[src/rtl/armleocpu_store_queue_pkg.sv]
// Shared definitions for the store queue and its lane generator.
// - Store type codes (byte/half/word; 2'b11 is illegal).
// - Drain FSM state encoding.
// - Queue entry layout: word address, lane-shifted data, byte strobes.
package armleocpu_store_queue_pkg;

  localparam logic [1:0] STORE_BYTE = 2'b00;
  localparam logic [1:0] STORE_HALF = 2'b01;
  localparam logic [1:0] STORE_WORD = 2'b10;

  localparam int unsigned EntryAddrW = 30;
  localparam int unsigned EntryDataW = 32;
  localparam int unsigned EntryStrbW = 4;

  typedef enum logic [1:0] {
    StIdle     = 2'd0,
    StIssue    = 2'd1,
    StWaitResp = 2'd2
  } sq_state_e;

  typedef struct packed {
    logic [EntryAddrW-1:0] addr;
    logic [EntryDataW-1:0] wdata;
    logic [EntryStrbW-1:0] wstrb;
  } sq_entry_t;

endpackage

[src/rtl/armleocpu_store_queue_if.sv]
// Signal bundle between the store queue, the execute stage, the data bus and the load path.
// - master: the surrounding system (drives requests, bus handshakes, lookup address).
// - slave:  the store queue itself.
interface armleocpu_store_queue_if;
  // Execute-stage request and response
  logic        req_valid;
  logic        req_ready;
  logic [31:0] req_addr;
  logic [1:0]  req_type;
  logic [31:0] req_data;
  logic        rsp_valid;
  logic        rsp_misaligned;
  logic        rsp_unknown_type;
  // Data bus write channel
  logic        mem_valid;
  logic        mem_ready;
  logic [31:0] mem_addr;
  logic [31:0] mem_wdata;
  logic [3:0]  mem_wstrb;
  logic        mem_resp_valid;
  logic        mem_resp_err;
  logic        bus_err;
  logic [31:0] bus_err_addr;
  // Load-path hazard lookup and status
  logic [31:0] lookup_addr;
  logic        lookup_hit;
  logic        empty;

  modport master (
    output req_valid, req_addr, req_type, req_data, mem_ready, mem_resp_valid, mem_resp_err,
           lookup_addr,
    input  req_ready, rsp_valid, rsp_misaligned, rsp_unknown_type, mem_valid, mem_addr,
           mem_wdata, mem_wstrb, bus_err, bus_err_addr, lookup_hit, empty
  );

  modport slave (
    input  req_valid, req_addr, req_type, req_data, mem_ready, mem_resp_valid, mem_resp_err,
           lookup_addr,
    output req_ready, rsp_valid, rsp_misaligned, rsp_unknown_type, mem_valid, mem_addr,
           mem_wdata, mem_wstrb, bus_err, bus_err_addr, lookup_hit, empty
  );
endinterface

[src/rtl/armleocpu_store_lanegen.sv]
// Combinational store lane generator.
// Ports:
//   addr_lo      - byte offset within the word (address bits [1:0])
//   store_type   - STORE_BYTE / STORE_HALF / STORE_WORD, 2'b11 illegal
//   data         - unshifted, LSB-aligned store data
//   mask         - byte enables for the addressed lanes
//   wdata        - data shifted into its byte lanes
//   misaligned   - half on odd byte, or word not on a word boundary
//   unknown_type - store_type is 2'b11
module armleocpu_store_lanegen
  import armleocpu_store_queue_pkg::*;
(
  input  logic [1:0]  addr_lo,
  input  logic [1:0]  store_type,
  input  logic [31:0] data,
  output logic [3:0]  mask,
  output logic [31:0] wdata,
  output logic        misaligned,
  output logic        unknown_type
);

  always_comb begin
    mask         = 4'b0000;
    misaligned   = 1'b0;
    unknown_type = 1'b0;
    wdata        = data << {addr_lo, 3'b000};
    unique case (store_type)
      STORE_BYTE: mask = 4'b0001 << addr_lo;
      STORE_HALF: begin
        mask       = 4'b0011 << addr_lo;
        misaligned = addr_lo[0];
      end
      STORE_WORD: begin
        mask       = 4'b1111;
        misaligned = (addr_lo != 2'b00);
      end
      default: unknown_type = 1'b1;
    endcase
  end

endmodule

[src/rtl/armleocpu_store_queue.sv]
// In-order store queue between execute and the data bus.
// Legal stores are lane-shifted and buffered; the drain FSM writes them out one at a time,
// keeping the head entry visible to the load-path lookup until its completion arrives.
// Ports:
//   clk, rst_n - clock and synchronous active-low reset
//   sq         - slave side of armleocpu_store_queue_if (request/response, bus write,
//                error report, hazard lookup, empty status)
// Parameters:
//   DEPTH_LOG2 - log2 of queue entries, 1..4
// Optional feature: define ARMLEOCPU_STORE_QUEUE_MERGE_EN to let a legal store merge into the
// youngest entry when it targets the same word and that entry is not being written out.
module armleocpu_store_queue
  import armleocpu_store_queue_pkg::*;
#(
  parameter int unsigned DEPTH_LOG2 = 2
) (
  input logic                    clk,
  input logic                    rst_n,
  armleocpu_store_queue_if.slave sq
);

  localparam int unsigned Depth = 1 << DEPTH_LOG2;

  typedef logic [DEPTH_LOG2-1:0] ptr_t;
  typedef logic [DEPTH_LOG2:0]   cnt_t;

  sq_entry_t entries_q [Depth];
  ptr_t      rd_ptr_q, rd_ptr_d, wr_ptr_q, wr_ptr_d;
  cnt_t      count_q, count_d;
  sq_state_e state_q, state_d;

  logic        rsp_valid_q, rsp_misaligned_q, rsp_unknown_type_q;
  logic        bus_err_q;
  logic [31:0] bus_err_addr_q;

  logic [3:0]  lane_mask;
  logic [31:0] lane_data;
  logic        lane_misaligned, lane_unknown;
  logic        legal, full, merge_possible, accept, push, pop;

  armleocpu_store_lanegen u_lanegen (
    .addr_lo      (sq.req_addr[1:0]),
    .store_type   (sq.req_type),
    .data         (sq.req_data),
    .mask         (lane_mask),
    .wdata        (lane_data),
    .misaligned   (lane_misaligned),
    .unknown_type (lane_unknown)
  );

  assign legal = !lane_misaligned && !lane_unknown;
  assign full  = (count_q == cnt_t'(Depth));

`ifdef ARMLEOCPU_STORE_QUEUE_MERGE_EN
  ptr_t young_ptr;
  logic merge;
  assign young_ptr = wr_ptr_q - ptr_t'(1);
  // A lone entry is the head; once the FSM has left IDLE it is on (or headed to) the bus.
  assign merge_possible = legal && (count_q != '0) &&
                          !((count_q == cnt_t'(1)) && (state_q != StIdle)) &&
                          (entries_q[young_ptr].addr == sq.req_addr[31:2]);
  assign merge = accept && merge_possible;
`else
  assign merge_possible = 1'b0;
`endif

  assign sq.req_ready = !full || merge_possible;
  assign accept       = sq.req_valid && sq.req_ready;
  assign push         = accept && legal && !merge_possible;
  assign pop          = (state_q == StWaitResp) && sq.mem_resp_valid;

  always_comb begin
    count_d  = count_q;
    rd_ptr_d = rd_ptr_q;
    wr_ptr_d = wr_ptr_q;
    if (push) wr_ptr_d = wr_ptr_q + ptr_t'(1);
    if (pop)  rd_ptr_d = rd_ptr_q + ptr_t'(1);
    case ({push, pop})
      2'b10:   count_d = count_q + cnt_t'(1);
      2'b01:   count_d = count_q - cnt_t'(1);
      default: count_d = count_q;
    endcase
  end

  // FSM: state register
  always_ff @(posedge clk) begin
    if (!rst_n) begin
      state_q <= StIdle;
    end else begin
      state_q <= state_d;
    end
  end

  // FSM: next state
  always_comb begin
    state_d = state_q;
    unique case (state_q)
      StIdle:     if (count_q != '0) state_d = StIssue;
      StIssue:    if (sq.mem_ready) state_d = StWaitResp;
      StWaitResp: if (sq.mem_resp_valid) state_d = (count_d != '0) ? StIssue : StIdle;
      default:    state_d = StIdle;
    endcase
  end

  // FSM: outputs; bus fields always track the head so they hold steady while stalled
  always_comb begin
    sq.mem_valid = (state_q == StIssue);
    sq.mem_addr  = {entries_q[rd_ptr_q].addr, 2'b00};
    sq.mem_wdata = entries_q[rd_ptr_q].wdata;
    sq.mem_wstrb = entries_q[rd_ptr_q].wstrb;
    sq.empty     = (count_q == '0) && (state_q == StIdle);
  end

  always_ff @(posedge clk) begin
    if (!rst_n) begin
      rd_ptr_q           <= '0;
      wr_ptr_q           <= '0;
      count_q            <= '0;
      rsp_valid_q        <= 1'b0;
      rsp_misaligned_q   <= 1'b0;
      rsp_unknown_type_q <= 1'b0;
      bus_err_q          <= 1'b0;
      bus_err_addr_q     <= '0;
    end else begin
      rd_ptr_q           <= rd_ptr_d;
      wr_ptr_q           <= wr_ptr_d;
      count_q            <= count_d;
      rsp_valid_q        <= accept;
      rsp_misaligned_q   <= accept && lane_misaligned;
      rsp_unknown_type_q <= accept && lane_unknown;
      bus_err_q          <= pop && sq.mem_resp_err;
      if (pop && sq.mem_resp_err) begin
        bus_err_addr_q <= {entries_q[rd_ptr_q].addr, 2'b00};
      end
    end
  end

  // Entry storage needs no reset: only entries inside [rd_ptr, rd_ptr+count) are ever used.
  always_ff @(posedge clk) begin
    if (push) begin
      entries_q[wr_ptr_q] <= '{addr: sq.req_addr[31:2], wdata: lane_data, wstrb: lane_mask};
    end
`ifdef ARMLEOCPU_STORE_QUEUE_MERGE_EN
    else if (merge) begin
      entries_q[young_ptr].wstrb <= entries_q[young_ptr].wstrb | lane_mask;
      for (int unsigned b = 0; b < 4; b++) begin
        if (lane_mask[b]) entries_q[young_ptr].wdata[8*b +: 8] <= lane_data[8*b +: 8];
      end
    end
`endif
  end

  assign sq.rsp_valid        = rsp_valid_q;
  assign sq.rsp_misaligned   = rsp_misaligned_q;
  assign sq.rsp_unknown_type = rsp_unknown_type_q;
  assign sq.bus_err          = bus_err_q;
  assign sq.bus_err_addr     = bus_err_addr_q;

  // Hazard lookup over every counted entry, including the one in flight.
  always_comb begin
    ptr_t off;
    sq.lookup_hit = 1'b0;
    for (int unsigned i = 0; i < Depth; i++) begin
      off = ptr_t'(i) - rd_ptr_q;
      if ((cnt_t'(off) < count_q) && (entries_q[i].addr == sq.lookup_addr[31:2])) begin
        sq.lookup_hit = 1'b1;
      end
    end
  end

  // Lookups compare whole words; the byte offset is irrelevant.
  logic unused_lookup_lo;
  assign unused_lookup_lo = ^sq.lookup_addr[1:0];

endmodule

[src/flat_wrapper.sv]
// flat-port wrapper written by rule: the top's interface ports become plain ports
module armleocpu_store_queue_flat import armleocpu_store_queue_pkg::*;
#(
  parameter int unsigned DEPTH_LOG2 = 2
)
  (clk, rst_n, sq_req_valid, sq_req_addr, sq_req_type, sq_req_data, sq_mem_ready, sq_mem_resp_valid, sq_mem_resp_err, sq_lookup_addr, sq_req_ready, sq_rsp_valid, sq_rsp_misaligned, sq_rsp_unknown_type, sq_mem_valid, sq_mem_addr, sq_mem_wdata, sq_mem_wstrb, sq_bus_err, sq_bus_err_addr, sq_lookup_hit, sq_empty);
  armleocpu_store_queue_if sq_i ();
  input logic clk;
  input logic rst_n;
  input wire logic [$bits(sq_i.req_valid)-1:0] sq_req_valid;
  input wire logic [$bits(sq_i.req_addr)-1:0] sq_req_addr;
  input wire logic [$bits(sq_i.req_type)-1:0] sq_req_type;
  input wire logic [$bits(sq_i.req_data)-1:0] sq_req_data;
  input wire logic [$bits(sq_i.mem_ready)-1:0] sq_mem_ready;
  input wire logic [$bits(sq_i.mem_resp_valid)-1:0] sq_mem_resp_valid;
  input wire logic [$bits(sq_i.mem_resp_err)-1:0] sq_mem_resp_err;
  input wire logic [$bits(sq_i.lookup_addr)-1:0] sq_lookup_addr;
  output wire logic [$bits(sq_i.req_ready)-1:0] sq_req_ready;
  output wire logic [$bits(sq_i.rsp_valid)-1:0] sq_rsp_valid;
  output wire logic [$bits(sq_i.rsp_misaligned)-1:0] sq_rsp_misaligned;
  output wire logic [$bits(sq_i.rsp_unknown_type)-1:0] sq_rsp_unknown_type;
  output wire logic [$bits(sq_i.mem_valid)-1:0] sq_mem_valid;
  output wire logic [$bits(sq_i.mem_addr)-1:0] sq_mem_addr;
  output wire logic [$bits(sq_i.mem_wdata)-1:0] sq_mem_wdata;
  output wire logic [$bits(sq_i.mem_wstrb)-1:0] sq_mem_wstrb;
  output wire logic [$bits(sq_i.bus_err)-1:0] sq_bus_err;
  output wire logic [$bits(sq_i.bus_err_addr)-1:0] sq_bus_err_addr;
  output wire logic [$bits(sq_i.lookup_hit)-1:0] sq_lookup_hit;
  output wire logic [$bits(sq_i.empty)-1:0] sq_empty;
  assign sq_i.req_valid = sq_req_valid;
  assign sq_i.req_addr = sq_req_addr;
  assign sq_i.req_type = sq_req_type;
  assign sq_i.req_data = sq_req_data;
  assign sq_i.mem_ready = sq_mem_ready;
  assign sq_i.mem_resp_valid = sq_mem_resp_valid;
  assign sq_i.mem_resp_err = sq_mem_resp_err;
  assign sq_i.lookup_addr = sq_lookup_addr;
  assign sq_req_ready = sq_i.req_ready;
  assign sq_rsp_valid = sq_i.rsp_valid;
  assign sq_rsp_misaligned = sq_i.rsp_misaligned;
  assign sq_rsp_unknown_type = sq_i.rsp_unknown_type;
  assign sq_mem_valid = sq_i.mem_valid;
  assign sq_mem_addr = sq_i.mem_addr;
  assign sq_mem_wdata = sq_i.mem_wdata;
  assign sq_mem_wstrb = sq_i.mem_wstrb;
  assign sq_bus_err = sq_i.bus_err;
  assign sq_bus_err_addr = sq_i.bus_err_addr;
  assign sq_lookup_hit = sq_i.lookup_hit;
  assign sq_empty = sq_i.empty;
  armleocpu_store_queue #(.DEPTH_LOG2(DEPTH_LOG2)) u_core (.clk(clk), .rst_n(rst_n), .sq(sq_i));
endmodule
[config.mk]
export PLATFORM = sky130hd
export DESIGN_NAME = armleocpu_store_queue_flat
export DESIGN_NICKNAME = d
export VERILOG_FILES = /design/src/rtl/armleocpu_store_queue_pkg.sv /design/src/rtl/armleocpu_store_queue_if.sv /design/src/rtl/armleocpu_store_lanegen.sv /design/src/rtl/armleocpu_store_queue.sv /design/src/flat_wrapper.sv
export SDC_FILE = /design/constraint.sdc
export NUM_CORES = 1
export LEC_CHECK = 0
export CORE_MARGIN = 10
export CORE_UTILIZATION = 40
export DETAILED_ROUTE_END_ITERATION = 8
export GPL_TIMING_DRIVEN = 0
export SYNTH_ARGS = -nofsm -noshare
export SYNTH_HDL_FRONTEND = slang
export SYNTH_SLANG_ARGS = --single-unit
[constraint.sdc]
create_clock -name clk -period 3.65 [get_ports clk]
set_clock_uncertainty 0.2 [all_clocks]
set_input_delay 0.5475 -clock clk [delete_from_list [all_inputs] [get_ports clk]]
set_output_delay 0.5475 -clock clk [all_outputs]
set_load 0.02 [all_outputs]
==> results of run 1 <==
[routing by layer]
layer  track usage [%]  vias up  wire length, um
li1                  -     3690                -
met1             20.61     4025            14640
met2             30.63      234            19050
met3             5.204       54             2696
met4             4.929        2              786
met5                 0        -               12
[state kept, by name, indices dropped and copies added, names as in the netlist, 2 cells and up, named ones only]
signal,cells
u_core.entries_q,264
u_core.sq.bus_err_addr,30
u_core.count_q,3
u_core.rd_ptr_q,2
u_core.state_q,2
u_core.wr_ptr_q,2
[area by class of cell]
class                           count  area, sq um  area share [%]
Clock buffer                       47         1006           5.745
Inverter                           12        45.04          0.2572
Tap cell                          448        560.5           3.201
Multi-Input combinational cell    478         4403           25.14
Timing Repair Buffer              206         2125           12.13
Clock inverter                     20        280.3           1.601
Sequential cell                   309         8830           50.43
Buffer                             45        249.0           1.422
Antenna cell                        5        12.51         0.07145
[critical path, cell delays in order (launching register included)]
cell	delay (ns)
dfxtp_1	0.37
buf_6	0.21
buf_6	0.22
buf_4	0.26
mux4_2	0.57
clkdlybuf4s50_1	0.57
[logic make-up after synthesis]
logic type      count (synthesis)
compound gates                 74
xor+xnor                      128
fa+ha+maj                      14
buf+inv                        57
flops                         309
mux                            85
other cells                     1
simple gates                  173
[cells in the final DEF, fill, tap and decap left out, drive strengths merged, types with 4 or more instances in the layout]
master	instances
edfxtp	264
clkdlybuf4s50	198
nand2	76
xor2	72
clkbuf	68
mux4	66
xnor2	56
dfxtp	45
buf	31
a21boi	30
and2	24
mux2i	18
nor4	17
a21oi	16
nand4	15
nor2	15
nor2b	13
ha	13
inv	13
clkinv	11
o21ai	10
a211oi	8
bufinv	7
diode	5
conb	4
a2111oi	4
[through the flow]
| step | instances | total power, mW | util [%] |
|---|---|---|---|
| floorplan | 844 | 4.664 | - |
| global placement | 1492 | 5.197 | 48.03 |
| detailed placement | 1496 | 5.205 | 48.39 |
| CTS | 1563 | 9.065 | 52.34 |
| global route | 1567 | 9.283 | 52.46 |
| finish | 1570 | 8.975 | 52.48 |
[final timing paths]
path / end / slack (ns) / cells after the start
max reg2reg: u_core.state_q[0]$_SDFFE_PN0P_ / 0.60 / 12
min: u_core.sq.bus_err_addr[9]$_SDFFE_PN0P_ / 0.25 / 2
min reg2reg: u_core.sq.bus_err_addr[9]$_SDFFE_PN0P_ / 0.25 / 2
max: sq_mem_wdata[18] / 0.16 / 5
[power by group through the flow]
stage	Clock, mW	Combinational (mW)	Sequential (mW)
6_report	3.84	1.09	4.04
5_1_grt	4.06	1.16	4.06
4_1_cts	3.92	1.10	4.04
3_5_place_dp	0	1.09	4.12
3_3_place_gp	0	1.07	4.13
2_1_floorplan	0	0.549	4.11
[what timing repair did]
item,CTS,global route
gates resized for setup,11,14
setup endpoints to repair,32,24
pin swaps,1,4
setup buffers,0,2
==> run metrics, run 1 <==
outcome=completed; DR vias=8005; Worst Tran Pin Value=0.6999 ns; minimum clock period after layout=3.490 ns; Remaining Overflow, GRT=0; most frequent cell after synthesis=edfxtp_1; #FFs+latches synth=309; Post-CTS Hold Fix Bufs=0; Slew HR=53.34%; max-slew violation count=0; Pleak=5.765 nW; Worst Setup Start Kind=flip-flop; Crit Path Category=reg2out; final hold violations=0; Pre-Repair DR Iteration Count=4; TritonCTS Buffers=37; Setup Slack @ Placement=-0.5800 ns; DRT Wirelength=37190 um; top post-synthesis cells by area=edfxtp_1 59%, mux4_2 11%, dfxtp_1 6.7%; RR Startpoint=u_core.count_q[0]$_SDFF_PN0_; largest fanout on the critical path=10; Cell variety after synth=43; clk root buf=clkbuf_16; vias in the first global route=8442; Core Region=33360 sq um; ys async rst share=0%; P_sw=2.041 mW; Peak VDD IR=0.3467 mV; Final Cell Area=17510 sq um; initial core utilization=40.31%; die height=203.4 um; nets@finish=1207; vias per cell=5.099; Main synth FF type=edfxtp_1; fillers=2902; Synth top area share=58.94%; placed cell areas=16140 sq um; area leader, netlist=edfxtp_1; crit path capture type=primary output; Sw Ratio=22.74%; largest net degree at the start of global routing=53; DRC viols=0; most frequent cells after synthesis=264 x edfxtp_1, 76 x nand2_1, 72 x xor2_1; CTS Buffer Depth=3; Pwr Density=512.6 nW/um^2; reported max-cap violation count=0; RSZ-0062 raised after global routing=false; Reg clk slew, reported paths=0.06 ns; simple-gate area share of the yosys netlist=6.419%; clk_lat worst skew=0.51 ns; sequential share of power=45.1%; Ports=212; final worst slack=0.1598 ns; Post-Synth Adder-Cell Area=1.358%; CTS tree=built; Yosys warning total=0; Synth Area in Compound Gates=3.712%; Achievable Freq=286.5 MHz; clock sinks=309; Synth Cell Area=13450 sq um; initial drt markers=468; Comb power frac=12.1%; initial antenna violation count=6; global-route wire length before repair=54220 um; input/output buffers=200; Hold Crit Start=u_core.sq.bus_err_addr[9]$_SDFFE_PN0P_; Clk pwr share=42.8%; Post-Synth XOR/XNOR Area=8.335%; Area growth syn-to-layout=30.19%; WP data required=2.90 ns; Final HPWL DP=27450 um; Die Area=41360 sq um; Int Pwr=6.934 mW; final count of negative-setup-slack endpoints=0; Site Rows=67; register area share after synthesis=65.64%; Die X=203.4 um; Hold Crit Class=reg2reg; htree depth=2; Detail Route Antenna Nets=0; Syn Inst Count=841; Arr. time, crit path=2.74 ns; main combinational cell family by area after synthesis=multiplexers; EDFF count, synth=264; multiplexer share of the synthesized area=12.47%; Post-Syn Area per Cell=15.99 sq um; Tcrit/Tclk final=95.62%; Hold Slack=0.2532 ns; average routed wire per standard cell=23.69 um; routability cong.=0.8953; Total GRT Usage=17.56%; setup_tns=0 ns; fraction of layout cells with a size suffix above 1=15.31%
Note: power is estimated with default switching activity, not from simulation.
==> inputs of run 2 (changes only) <==
Settings changed: CTS_CLUSTER_SIZE set to 24.
==> results of run 2 <==
The final DEF is identical to that of run 1; final timing and power are the same.
==> inputs of run 3 (changes only) <==
Settings changed: SETUP_SLACK_MARGIN set to 0.3.
==> run metrics, run 3 (synthesis results as in run 1) <==
Finished Layout Cells=1561; Clk pwr share=38.5%; Tcrit/Tclk final=90.14%; commonest non-fill, non-tap cells in the layout=264 x edfxtp_1, 155 x clkdlybuf4s50_1, 76 x nand2_1; Remaining Overflow, GRT=0; sequential share of power=48.7%; vias per cell=5.110; htree depth=2; RSZ-0062 raised after global routing=true; nets@finish=1204; Core Region=33360 sq um; die height=203.4 um; Total GRT Usage=17.50%; CTS tree=built; Crit Path Category=reg2out; largest net degree at the start of global routing=56; WP data required=2.90 ns; Die X=203.4 um; initial antenna violation count=5; max-slew violation count=0; CTS Buffer Depth=3; vias in the first global route=8372; Peak VDD IR=0.3861 mV; Setup Slack @ Placement=-0.6094 ns; final count of negative-setup-slack endpoints=0; clk root buf=clkbuf_16; final hold violations=0; Hold Slack=0.2578 ns; Die Area=41360 sq um; crit path capture type=primary output; most common cell after layout, fill and taps aside=edfxtp_1; global-route wire length before repair=54270 um; Slew HR=51.69%; Largest register FFs=264; average routed wire per standard cell=23.52 um; Pre-Repair DR Iteration Count=5; routability cong.=0.8525; Pwr Density=479.7 nW/um^2; Area growth syn-to-layout=28.76%; outcome=completed; input/output buffers=200; Pleak=5.779 nW; Detail Route Antenna Nets=0; DRT Wirelength=36720 um; Worst Setup Start Kind=flip-flop; Post-Place Cells=1496; P_sw=1.998 mW; DR vias=7977; minimum clock period after layout=3.290 ns; Comb power frac=12.8%; Post-CTS Hold Fix Bufs=0; initial core utilization=40.31%; Int Pwr=6.310 mW; Final HPWL DP=27150 um; Ports=212; initial drt markers=437; Sw Ratio=24.05%; largest fanout on the critical path=4; clk_lat worst skew=0.51 ns; final worst slack=0.3600 ns; Most flops, register=u_core.entries_q; Arr. time, crit path=2.54 ns; Worst Tran Pin Value=0.7246 ns; Reg clk slew, reported paths=0.06 ns; TritonCTS Buffers=35; Site Rows=67; DRC viols=0; Achievable Freq=303.9 MHz; setup_tns=0 ns; Hold Crit Class=reg2reg; fraction of layout cells with a size suffix above 1=15.02%; clock sinks=309; reported max-cap violation count=0
==> run 3: worst paths after layout <==
kind                                                                end                                     from  slack [ns]  depth (start not counted)
worst max-delay path                                      sq_lookup_hit          u_core.rd_ptr_q[1]$_SDFFE_PN0N_        0.36                          7
worst min-delay path            u_core.sq.bus_err_addr[31]$_SDFFE_PN0P_  u_core.sq.bus_err_addr[31]$_SDFFE_PN0P_        0.26                          2
worst max register to register           u_core.state_q[0]$_SDFFE_PN0P_             u_core.count_q[0]$_SDFF_PN0_        0.60                         11
worst min register to register  u_core.sq.bus_err_addr[31]$_SDFFE_PN0P_  u_core.sq.bus_err_addr[31]$_SDFFE_PN0P_        0.26                          2
==> run 3: routing by layer <==
layer / GRT usage, % / share of wire [%]
met1: 21.33 / 40
met4: 4.796 / 2.3
met2: 30.13 / 51
met3: 4.601 / 6.8
met5: 0 / 0.057
==> run 3: critical path: stages (launching register included) <==
cell and delay [ns]:
dfxtp_1 0.37, xnor2_1 0.28, ha_1 0.19, a2111o_1 0.13
a21oi_1 0.05, and3_1 0.18, or4_1 0.55, clkdlybuf4s15_2 0.28
==> run 3: layout make-up <==
cell class,instances,area (sq um)
Tap cell,448,560.5
Clock inverter,14,96.34
Multi-Input combinational cell,478,4506
Timing Repair Buffer,205,2096
Clock buffer,49,928.4
Sequential cell,309,8830
Antenna cell,1,2.502
Inverter,12,45.04
Fill cell,2879,16050
Buffer,45,255.2
==> run 3: repair_timing <==
| action | in CTS | in global routing |
|---|---|---|
| pin swaps | 4 | 7 |
| buffers inserted | 1 | 0 |
| gates resized for setup | 56 | 25 |
| setup endpoints to repair | 56 | 3 |
==> run 3: through the flow <==
stage          total power [mW]  area [sq um]  utilization (%)
6_report                  8.308         17320            51.91
5_1_grt                   8.622         17320            51.90
4_1_cts                   8.397         17190            51.53
3_5_place_dp              5.201         16140            48.37
3_3_place_gp              5.187         16030            48.04
2_1_floorplan             4.660         13470                -
==> run 3: power groups by stage <==
stage | logic [mW] | clock network [mW] | registers [mW]
finish | 1.07 | 3.20 | 4.04
global route | 1.14 | 3.42 | 4.06
detailed placement | 1.09 | 0 | 4.12
floorplan | 0.550 | 0 | 4.11
global placement | 1.07 | 0 | 4.12
CTS | 1.07 | 3.28 | 4.04
